===== config.mk =====
export PLATFORM = sky130hd
export DESIGN_NAME = mult_result_accum_flat
export DESIGN_NICKNAME = d
export VERILOG_FILES = /design/src/rtl/mult_pkg.sv /design/src/rtl/mult_result_accum_if.sv /design/src/rtl/mult_result_accum_fifo.sv /design/src/rtl/mult_result_accum.sv /design/src/flat_wrapper.sv
export SDC_FILE = /design/constraint.sdc
export NUM_CORES = 1
export LEC_CHECK = 0
export CAP_MARGIN = 20
export CELL_PAD_IN_SITES_DETAIL_PLACEMENT = 1
export CELL_PAD_IN_SITES_GLOBAL_PLACEMENT = 1
export CORE_AREA = 5 5 153 192
export CTS_CLUSTER_SIZE = 12
export DETAILED_ROUTE_END_ITERATION = 10
export DIE_AREA = 0 0 158 197
export GPL_TIMING_DRIVEN = 0
export PLACE_DENSITY_LB_ADDON = 0.1
export SYNTH_ARGS = -nofsm -noshare
export SYNTH_HDL_FRONTEND = slang
export SYNTH_SLANG_ARGS = --single-unit

===== constraint.sdc =====
create_clock -name clk -period 3.2 [get_ports clk]
set_input_delay 0.8 -clock clk [delete_from_list [all_inputs] [get_ports clk]]
set_output_delay 0.8 -clock clk [all_outputs]
set_load 0.03 [all_outputs]

===== src/rtl/mult_pkg.sv =====
// Shared widths and the queued-entry layout for the multiplier result accumulator.
package mult_pkg;
  localparam int RES_W_DEF = 16;
  localparam int ACC_W_DEF = 24;

  typedef struct packed {
    logic [ACC_W_DEF-1:0] value;
    logic                 ovf;
  } acc_entry_t;
endpackage


===== src/rtl/mult_result_accum_if.sv =====
// Valid/ready result stream from the accumulator towards the next stage.
interface mult_result_accum_if #(parameter int ACC_W = 24) ();
  logic             out_valid;
  logic             out_ready;
  logic [ACC_W-1:0] out_data;
  logic             out_ovf;

  modport master (output out_valid, output out_data, output out_ovf, input out_ready);
  modport slave  (input out_valid, input out_data, input out_ovf, output out_ready);
endinterface


===== src/rtl/mult_result_accum_fifo.sv =====
// Small synchronous FIFO; the head output holds the last popped value while empty.
module sync_fifo #(
  parameter int WIDTH = 8,
  parameter int DEPTH = 4,
  localparam int AW = $clog2(DEPTH),
  localparam int CW = AW + 1
) (
  input  logic             clk,
  input  logic             rst,
  input  logic             push,
  input  logic             pop,
  input  logic [WIDTH-1:0] din,
  output logic [WIDTH-1:0] dout,
  output logic             full,
  output logic             empty,
  output logic [CW-1:0]    count
);
  logic [WIDTH-1:0] mem [DEPTH];
  logic [AW-1:0]    rd_ptr;
  logic [AW-1:0]    wr_ptr;
  logic [CW-1:0]    cnt;
  logic [WIDTH-1:0] last_q;
  logic             do_push;
  logic             do_pop;

  assign empty   = (cnt == '0);
  assign full    = (cnt == CW'(DEPTH));
  assign do_pop  = pop & ~empty;
  assign do_push = push & (~full | do_pop);
  assign count   = cnt;
  assign dout    = empty ? last_q : mem[rd_ptr];

  always_ff @(posedge clk) begin
    if (do_push) mem[wr_ptr] <= din;
  end

  // Pointers wrap naturally because DEPTH is a power of two.
  always_ff @(posedge clk or negedge rst) begin
    if (!rst) begin
      rd_ptr <= '0;
      wr_ptr <= '0;
      cnt    <= '0;
      last_q <= '0;
    end else begin
      if (do_push) wr_ptr <= wr_ptr + AW'(1);
      if (do_pop) begin
        rd_ptr <= rd_ptr + AW'(1);
        last_q <= mem[rd_ptr];
      end
      case ({do_push, do_pop})
        2'b10:   cnt <= cnt + CW'(1);
        2'b01:   cnt <= cnt - CW'(1);
        default: cnt <= cnt;
      endcase
    end
  end
endmodule


===== src/rtl/mult_result_accum.sv =====
// Turns each rising edge of the multiplier done flag into one pass-through or
// accumulated result, queued for the next stage behind a valid/ready stream.
module mult_result_accum
  import mult_pkg::*;
#(
  parameter int RES_W = RES_W_DEF,
  parameter int ACC_W = ACC_W_DEF,
  parameter int DEPTH = 4
) (
  input  logic                   clk,
  input  logic                   rst,
  input  logic [RES_W-1:0]       result,
  input  logic                   d_end,
  input  logic                   acc_mode,
  input  logic                   clr_acc,
  mult_result_accum_if.master    out_if,
  output logic [$clog2(DEPTH):0] fifo_count,
  output logic                   drop_err
);
  typedef struct packed {
    logic [ACC_W-1:0] value;
    logic             ovf;
  } entry_t;

  logic             d_end_q;
  logic [ACC_W-1:0] acc;
  logic [ACC_W-1:0] res_ext;
  logic [ACC_W-1:0] acc_base;
  logic [ACC_W:0]   sum;
  logic             capture;
  logic             pop;
  logic             full;
  logic             empty;
  entry_t           push_entry;
  entry_t           head;

  assign capture  = d_end & ~d_end_q;
  assign pop      = out_if.out_valid & out_if.out_ready;
  assign res_ext  = ACC_W'(result);
  // A same-cycle clear takes effect before the add.
  assign acc_base = clr_acc ? '0 : acc;
  assign sum      = {1'b0, acc_base} + {1'b0, res_ext};

  always_comb begin
    push_entry = '0;
    if (acc_mode) begin
      push_entry.value = sum[ACC_W-1:0];
      push_entry.ovf   = sum[ACC_W];
    end else begin
      push_entry.value = res_ext;
    end
  end

  // d_end_q resets high so a done flag already high at reset release is ignored.
  always_ff @(posedge clk or negedge rst) begin
    if (!rst) begin
      d_end_q  <= 1'b1;
      acc      <= '0;
      drop_err <= 1'b0;
    end else begin
      d_end_q <= d_end;
      if (capture && acc_mode) acc <= sum[ACC_W-1:0];
      else if (clr_acc)        acc <= '0;
      if (capture && full && !pop) drop_err <= 1'b1;
    end
  end

  sync_fifo #(
    .WIDTH (ACC_W + 1),
    .DEPTH (DEPTH)
  ) u_fifo (
    .clk   (clk),
    .rst   (rst),
    .push  (capture),
    .pop   (pop),
    .din   (push_entry),
    .dout  (head),
    .full  (full),
    .empty (empty),
    .count (fifo_count)
  );

  assign out_if.out_valid = ~empty;
  assign out_if.out_data  = head.value;
  assign out_if.out_ovf   = head.ovf;
endmodule


===== src/flat_wrapper.sv =====
// flat-port wrapper written by rule: the top's interface ports become plain ports
module mult_result_accum_flat import mult_pkg::*;
#(
  parameter int RES_W = RES_W_DEF,
  parameter int ACC_W = ACC_W_DEF,
  parameter int DEPTH = 4
)
  (clk, rst, result, d_end, acc_mode, clr_acc, fifo_count, drop_err, out_if_out_valid, out_if_out_data, out_if_out_ovf, out_if_out_ready);
  mult_result_accum_if #(.ACC_W(ACC_W)) out_if_i ();
  input  logic clk;
  input  logic rst;
  input  logic [RES_W-1:0] result;
  input  logic d_end;
  input  logic acc_mode;
  input  logic clr_acc;
  output logic [$clog2(DEPTH):0] fifo_count;
  output logic drop_err;
  output wire logic [$bits(out_if_i.out_valid)-1:0] out_if_out_valid;
  output wire logic [$bits(out_if_i.out_data)-1:0] out_if_out_data;
  output wire logic [$bits(out_if_i.out_ovf)-1:0] out_if_out_ovf;
  input wire logic [$bits(out_if_i.out_ready)-1:0] out_if_out_ready;
  assign out_if_out_valid = out_if_i.out_valid;
  assign out_if_out_data = out_if_i.out_data;
  assign out_if_out_ovf = out_if_i.out_ovf;
  assign out_if_i.out_ready = out_if_out_ready;
  mult_result_accum #(.RES_W(RES_W), .ACC_W(ACC_W), .DEPTH(DEPTH)) u_core (.clk(clk), .rst(rst), .result(result), .d_end(d_end), .acc_mode(acc_mode), .clr_acc(clr_acc), .out_if(out_if_i), .fifo_count(fifo_count), .drop_err(drop_err));
endmodule

# Yosys cells after proc, flatten, opt, wreduce, memory -nomap -nowiden
# Memory sizes are Yosys's and may differ from the RTL's.
# Index checks and enable logic that the tools add are counted.
# totals
ff_bits	58
rom_bits	0
latchBits	0
elab_cells	38
input_bits	22
mem_count	1
ram_bits	100
out_inout_bits	30
# memory_table
memory	depth	width	read_ports	rd_ports_with_merged_regs	write_ports	line_no	rtl
u_core.u_fifo.mem	4	25	1	0	1	mult_result_accum_fifo.sv:18	logic [WIDTH-1:0] mem [DEPTH];
# op_classes
n_shift	0
n_bitwise	8
n_addsub	5
n_mux	8
magnitude_cmp	0
n_eq_ne	3
div_mod_pow	0
multipliers	0
reduce_logical	6
# ops
operator	n
$mux W24	3
$add A24 B16 Y25	1
$mux W25	1
$pmux W3 S2	1
$add A2 B1 Y2 const B	2
$and A1 B1 Y1	4
$add A3 B1 Y3 const B	1
$eq A3 B3 Y1 const B	1
$logic_and A1 B1 Y1	3
$logic_not A3 Y1	1
$mux W1	3
$not A1 Y1	3
$sub A3 B1 Y3 const B	1
$eq A2 B1 Y1 const B	1
$eq A2 B2 Y1 const B	1
$reduce_bool A2 Y1	1
$logic_not A1 Y1	1
$or A1 B1 Y1	1

# Depth between registers and ports, before layout
# Gate-level depths: netlist of run 1.
# depth
depth_word	8
depth_mapped	11
ltp_nobuf	10

# By module
# A second synthesis of run 1 with hierarchy kept.
# hier_totals
hier_cells	558
hier_area_um2	7741.2
# by_module_without_submodules
mod	cells_per_inst	instances	area_each_um2	seq_area_each_um2
sync_fifo	263	1	5363.9	3803.6
mult_result_accum	295	1	2377.3	651.9

# Worst setup path after synthesis of run 1
# Ideal clock, no wire load.
# synth_timing
path_type	in2reg
startpoint	in clr_acc
endpoint	mem u_core.u_fifo.mem[0][0] (netlist bit) (data pin)
arrival_time_ns	3.156
required_time_ns	2.994
setup_slack_ns	-0.162
setup_time_ns	0.206
n_path_buf	3
path_stages	9
path_cell_list	clkbuf_1 > clkbuf_1 > nor2b_1 > ha_1 > buf_2 > nand4_1 > o41ai_4 > nand2_2 > nor4_2
# synth_lines
element	line_no	rtl
start, declared	flat_wrapper.sv:15	input logic clr_acc;
end, declared	mult_result_accum_fifo.sv:18	

==> results.yml, run 1 <==
critical_path:
  arrival_ns: 3.25
  worstSetupStartpoint: "clr_acc"
  critical_path_required_ns: 3.33
  crit_chain: "buf_2 -> clkbuf_16 -> nor2b_2 -> ha_2 -> inv_1 -> fa_2 -> nand2b_4 -> a21oi_4 -> a21oi_4 -> o41ai_4 -> buf_6 -> buf_4 -> xnor2_1 -> nor2_2"
  critical-path-slowest-cell: "o41ai_4"
  crit_fanout: 10
  r2r-start: "u_core.acc[0]"
  crit_buf_inv: 5
  cp_common_cell: "a21oi_4"
  path_class: "input port to flip-flop"
  path_delay_family: "compound AO/OA/AOI/OAI gates"
  max_stage_delay_ns: 0.35
  crit_path_end_kind: "flip-flop"
  crit_path_start_kind: "input port"
final_layout:
  nets: 682
  layout_common_cells: "100 x edfxtp_1, 69 x mux2_2, 56 x dfrtp_1, 42 x nand2_1, 25 x mux4_2"
  final_cells: 1001
  mostFrequentLayoutCell: "edfxtp_1"
  utilization_pct: 35.3
  drive_gt1_share_pct: 33.0
  stdcell_area_um2: 9640
  antenna_cells: 0
  syn_to_final_growth_pct: 23.7
placement:
  place_ws_ns: -1.41
  dpl.hpwl_mm: 14.0
  io_buffer_count: 51
  placed_cells_incl_taps: 957
  place_congestion: 0.778
  place_area_um2: 8810
grt:
  antenna_found_initial: 0
  grt-ovfl-total: 0
  grt_pass1_vias: 5341
  grt_pass1_wl_mm: 31.1
  grtUsageTotal_pct: 13.3
  grt_max_degree: 59
logic_synthesis:
  syn_area_per_cell_um2: 14.0
  ys.flop_type: "edfxtp_1"
  synth_cells: 555
  synth_edf_count: 100
  synth_seq_cells: 158
  async_flop_share_pct: 36.7
  synth_area_leader_cell: "edfxtp_1"
  synthTopCellsByArea: "edfxtp_1 39%, dfrtp_1 18%, mux2_2 10%"
  syn_nets: 599
  synth_top_area_share_pct: 38.5
  synth.cell_area_um2: 7790
  synth_warnings: 0
  synth_cell_types: 62
  ys_seq_area_share_pct: 57.2
floorplanning:
  fp.dieH_um: 197
  start_util_pct: 28.5
  io_pins: 52
  die_area_um2: 31100
  coreArea_um2: 27300
  die_w_um: 158
  num_rows: 68
detailed_routing:
  ant_nets: 0
  routed_wl_mm: 20.0
  drt-initial-drc-count: 124
  via_per_inst: 4.82
  drc: 0
  via_count: 4825
  avgRoutedWirePerCell_um: 20.0
  firstDrtPassIters: 4
clock_network:
  cts_tree: "built"
  ctsHoldBuffers: 0
  cts_root_buf: "clkbuf_16"
  clk_path_buf_depth: 2
  htree_levels: 4
  cts_inserted_buffers: 17
  clk_pin_slew_ns: 0.06
  clk-insertion-delay-late_ns: 0.43
  clkSinkCount: 158
timing:
  fin_crit_sh_pct: 97.7
  hold_viol: 0
  clock_skew_ns: 0.0121
  slew_violations: 0
  max_freq_ghz: 0.320
  tightestPinTransition_ns: 0.877
  slew_headroom_pct: 41.5
  timing.final.ws_setup_ns: 0.0721
  min_period_ns: 3.13
  setup_viol: 0
power_and_ir_drop:
  vdd_drop_max_v: 0.000361
  power_density_nw_per_um2: 806
  total_leakage_power_nw: 3.55
min_path:
  hp-class: "input port to asynchronous set/reset pin"
run:
  maxCapViolCount: 0
status:
  status: "completed"
==> area by class of cell <==
class / instances / area, um2
repair buffers: 65 / 543
clock buffers: 19 / 433
flip-flops and latches: 158 / 4460
well taps: 350 / 438
plain buffers: 26 / 204
multi-input cells: 357 / 3300
inverters: 13 / 52.6
clock inverters: 13 / 213
fillers: 2825 / 17700
==> worst paths after layout <==
path	end	slack (ns)	depth (start not counted)
worst max-delay path	u_core.u_fifo.mem[1][17]	0.07	14
worst min-delay path	u_core.u_fifo.count[0]	0.37	2
worst max register to register	u_core.u_fifo.mem[1][17]	0.44	12
worst min register to register	u_core.drop_err	0.46	1
max in group asynchronous	u_core.d_end_q	2.53	2
min in group clk	u_core.drop_err	0.46	1
==> state kept, by name (all words and copies together) (netlist names) <==
register and count:
u_core.drop_err 1, u_core.u_fifo.rd_ptr 2, u_core.u_fifo.last_q 25, u_core.d_end_q 1, u_core.u_fifo.count 3, u_core.acc 24, u_core.u_fifo.mem 100, u_core.u_fifo.wr_ptr 2
==> cell usage after synthesis (all sizes together) (3+ instances only) <==
| cell | count |
|---|---|
| nand3 | 16 |
| buf | 11 |
| nor3 | 6 |
| clkbuf | 16 |
| nand2 | 44 |
| xnor2 | 17 |
| a211oi | 3 |
| o31ai | 6 |
| edfxtp | 100 |
| ha | 20 |
| inv | 13 |
| a21o | 5 |
| nor2b | 24 |
| nor3b | 3 |
| nand2b | 3 |
| a21oi | 26 |
| nor2 | 17 |
| or3 | 3 |
| or4 | 3 |
| o21ai | 13 |
| nand4 | 6 |
| dfrtp | 57 |
| xor2 | 5 |
| and2 | 5 |
| mux2 | 69 |
| mux4 | 25 |
| nor4 | 4 |
| mux2i | 7 |
==> power breakdown <==
group / switching, mW / internal, mW / total (mW)
Clock: 0.853 / 1.39 / 2.25
Sequential: 0.147 / 2.58 / 2.72
Combinational: 1.58 / 1.22 / 2.80
Total: 2.58 / 5.19 / 7.77
==> per-layer routing <==
layer,vias up,part of all wire (%),track usage (%)
met5,-,0,0
met4,0,1.4,3.76
met3,19,2.3,2.79
met2,51,53,23.5
met1,2496,44,16.5
li1,2259,-,-
==> per-stage QoR <==
step,hold WS (ns),setup TNS (ns),power (mW)
2_1_floorplan,0.475,0,4.68
3_5_place_dp,0.455,-145.97,5.72
4_1_cts,0.368,0,7.96
5_1_grt,0.375,-0.00290,8.18
6_report,0.370,0,7.77
3_3_place_gp,0.437,-245.92,5.64
==> kinds of logic after synthesis <==
family / share of synthesized area (%)
compound gates: 6.28
xor+xnor: 2.47
fa+ha+maj: 3.73
buf+inv: 2.09
flops: 57.2
mux: 18.1
simple gates: 10.2
==> worst register-to-register path, delay by kind of cell, from the launching register on <==
family,cells,cell delay [ns]
AOI/OAI and AO/OA,3,0.68
adders and majority gates,2,0.54
and+or+nand+nor,3,0.42
buffers and inverters,3,0.34
DFF,1,0.32
xor gates and xnor gates,1,0.13
==> timing repair <==
item	4_1_cts	5_1_grt
pin swaps	8	7
gates resized for setup	74	45
buffers inserted	10	3
gates cloned	0	0
endpoints found under the setup margin	123	70
Power figures use the tool's default switching activity.
==> inputs of run 2 (changes only) <==
Settings changed: SLEW_MARGIN from default to 30.
Clock period 3.2 ns to 3.35 ns, I/O delays scaled along.
==> run 2 against run 1 <==
Compared with the run above: critical path depth down 10; clock power down 18%; global-route usage up 0.18 points; core utilization up 0.27 points; highest routed layer unchanged; hold slack worse by 0.014 ns; critical endpoint is now out_if_out_data[0]; die area unchanged; clock-buffer cell count up 3.
==> results.yml, run 2 (synthesis gave the netlist of run 1 again) <==
final_layout:
  drive_gt1_share_pct: 31.3
  layout_common_cells: "100 x edfxtp_1, 69 x mux2_2, 56 x dfrtp_1, 41 x nand2_1, 30 x clkdlybuf4s50_1"
  utilization_pct: 35.6
  antenna_cells: 0
  syn_to_final_growth_pct: 24.6
  nets: 687
  multi_input_area_um2: 3330
  regArea_um2: 4460
  fill_cells: 2845
  mostFrequentLayoutCell: "edfxtp_1"
  largest_reg_flops: 100
  largest_register: "u_core.u_fifo.mem"
  top_regs: "u_core.u_fifo.mem: 100 flops, u_core.u_fifo.last_q: 25 flops, u_core.acc: 24 flops"
floorplanning:
  die_area_um2: 31100
  coreArea_um2: 27300
  io_pins: 52
  num_rows: 68
  fp.dieH_um: 197
  start_util_pct: 28.5
  die_w_um: 158
clock_network:
  clk_path_buf_depth: 2
  ctsHoldBuffers: 0
  cts_tree: "built"
  cts_root_buf: "clkbuf_16"
  cts_inserted_buffers: 17
  clk-insertion-delay-late_ns: 0.43
  clk_pin_slew_ns: 0.07
  htree_levels: 4
  clkSinkCount: 158
run:
  maxCapViolCount: 0
placement:
  io_buffer_count: 51
  dpl.hpwl_mm: 14.7
  place_ws_ns: -1.97
  place_congestion: 0.806
critical_path:
  timing.rr.end: "u_core.u_fifo.mem[2][23]"
  crit_path_end_kind: "primary output"
  max_stage_delay_ns: 0.60
  critical_path_required_ns: 2.51
  path_delay_family: "multiplexers"
  r2r-start: "u_core.acc[0]"
  crit_chain: "buf_6 -> mux4_2 -> mux2_2 -> clkdlybuf4s50_1"
  crit_buf_inv: 2
  path_class: "flip-flop to primary output"
  rrSetupSlack_ns: 0.61
  crit_fanout: 9
  arrival_ns: 2.40
  ff2ff_path_depth: 12
  critical-path-slowest-cell: "clkdlybuf4s50_1"
  crit_path_start_kind: "flip-flop"
min_path:
  hp-class: "input port to asynchronous set/reset pin"
timing:
  min_period_ns: 3.24
  clock_skew_ns: 0.0150
  fin_crit_sh_pct: 96.6
  setup_viol: 0
  slew_violations: 0
  timing.final.ws_setup_ns: 0.114
  slew_headroom_pct: 41.0
  max_freq_ghz: 0.309
  hold_viol: 0
  hold_slack_ns: 0.355
  rsz0062_at_grt: "false"
  tightestPinTransition_ns: 0.885
power_and_ir_drop:
  vdd_drop_max_v: 0.000350
  internal_power_mw: 4.76
  power_frac_clock_pct: 25.6
  power_density_nw_per_um2: 740
  total_leakage_power_nw: 3.56
  switching_power_mw: 2.43
  seqPwrFrac_pct: 36.4
  p_comb_share_pct: 38.0
  swShare_pct: 33.8
detailed_routing:
  ant_nets: 0
  routed_wl_mm: 20.3
  via_per_inst: 4.85
  drc: 0
  drt-initial-drc-count: 213
  avgRoutedWirePerCell_um: 20.1
  firstDrtPassIters: 5
  via_count: 4882
grt:
  antenna_found_initial: 0
  grt_pass1_wl_mm: 31.7
  grtUsageTotal_pct: 13.5
  grt-ovfl-total: 0
  grt_max_degree: 31
  grt_pass1_vias: 5413
status:
  status: "completed"
-- run 2: metal layers --
metal	global-route usage [%]	share of wire [%]
met1	16.5	43
met2	24.3	53
met3	2.61	2.3
met4	3.70	1.3
met5	0	0
-- run 2: worst max-delay path by stage --
stage / from / to / slack [ns] / cells past startpoint
detailed placement: clr_acc / u_core.u_fifo.mem[1][0] / -1.97 / 11
global route: u_core.u_fifo.rd_ptr[0] / out_if_out_data[8] / 0.01 / 5
finish: u_core.u_fifo.rd_ptr[0] / out_if_out_data[0] / 0.11 / 4
global placement: clr_acc / u_core.u_fifo.mem[2][0] / -1.96 / 11
floorplan: clr_acc / u_core.u_fifo.mem[0][0] / 0.001 / 10
CTS: u_core.u_fifo.rd_ptr[0] / out_if_out_data[4] / -0.004 / 4
-- run 2: power by group through the flow --
stage	clock [mW]	sequential, mW	combinational (mW)
floorplan	0	2.64	1.82
global placement	0	2.62	2.78
detailed placement	0	2.63	2.86
CTS	1.90	2.62	2.79
global route	1.99	2.65	2.93
finish	1.84	2.62	2.73
-- run 2: timing repair --
| action | CTS | global route |
|---|---|---|
| setup buffers | 11 | 3 |
| gates resized for setup | 64 | 16 |
| pin swaps | 9 | 3 |
| gates cloned | 1 | 0 |
| endpoints found under the setup margin | 128 | 61 |
-- run 2: cell type report --
type	count	share of cell area (%)
Sequential cell	158	45.9
Multi-Input combinational cell	358	34.3
Timing Repair Buffer	70	7.28
Clock buffer	22	4.78
Tap cell	350	4.51
Buffer	25	1.83
Clock inverter	10	0.927
Inverter	13	0.541
-- run 2: worst register-to-register path: cells and delay by family, from the launching register on --
family | cells | cell delay, ns
buf+inv | 3 | 0.38
fa+ha+maj | 2 | 0.55
mux | 1 | 0.23
simple gates | 3 | 0.42
compound gates | 3 | 0.60
flops | 1 | 0.32
-- run 2: metrics by stage --
stage,instance area [um2],total power [mW],std cells,setup TNS [ns]
floorplan,7790,4.46,555,0
global placement,8740,5.39,956,-276.71
detailed placement,8860,5.49,961,-154.84
CTS,9640,7.31,1003,-0.00392
global route,9710,7.58,1006,0
finish,9710,7.19,1006,0
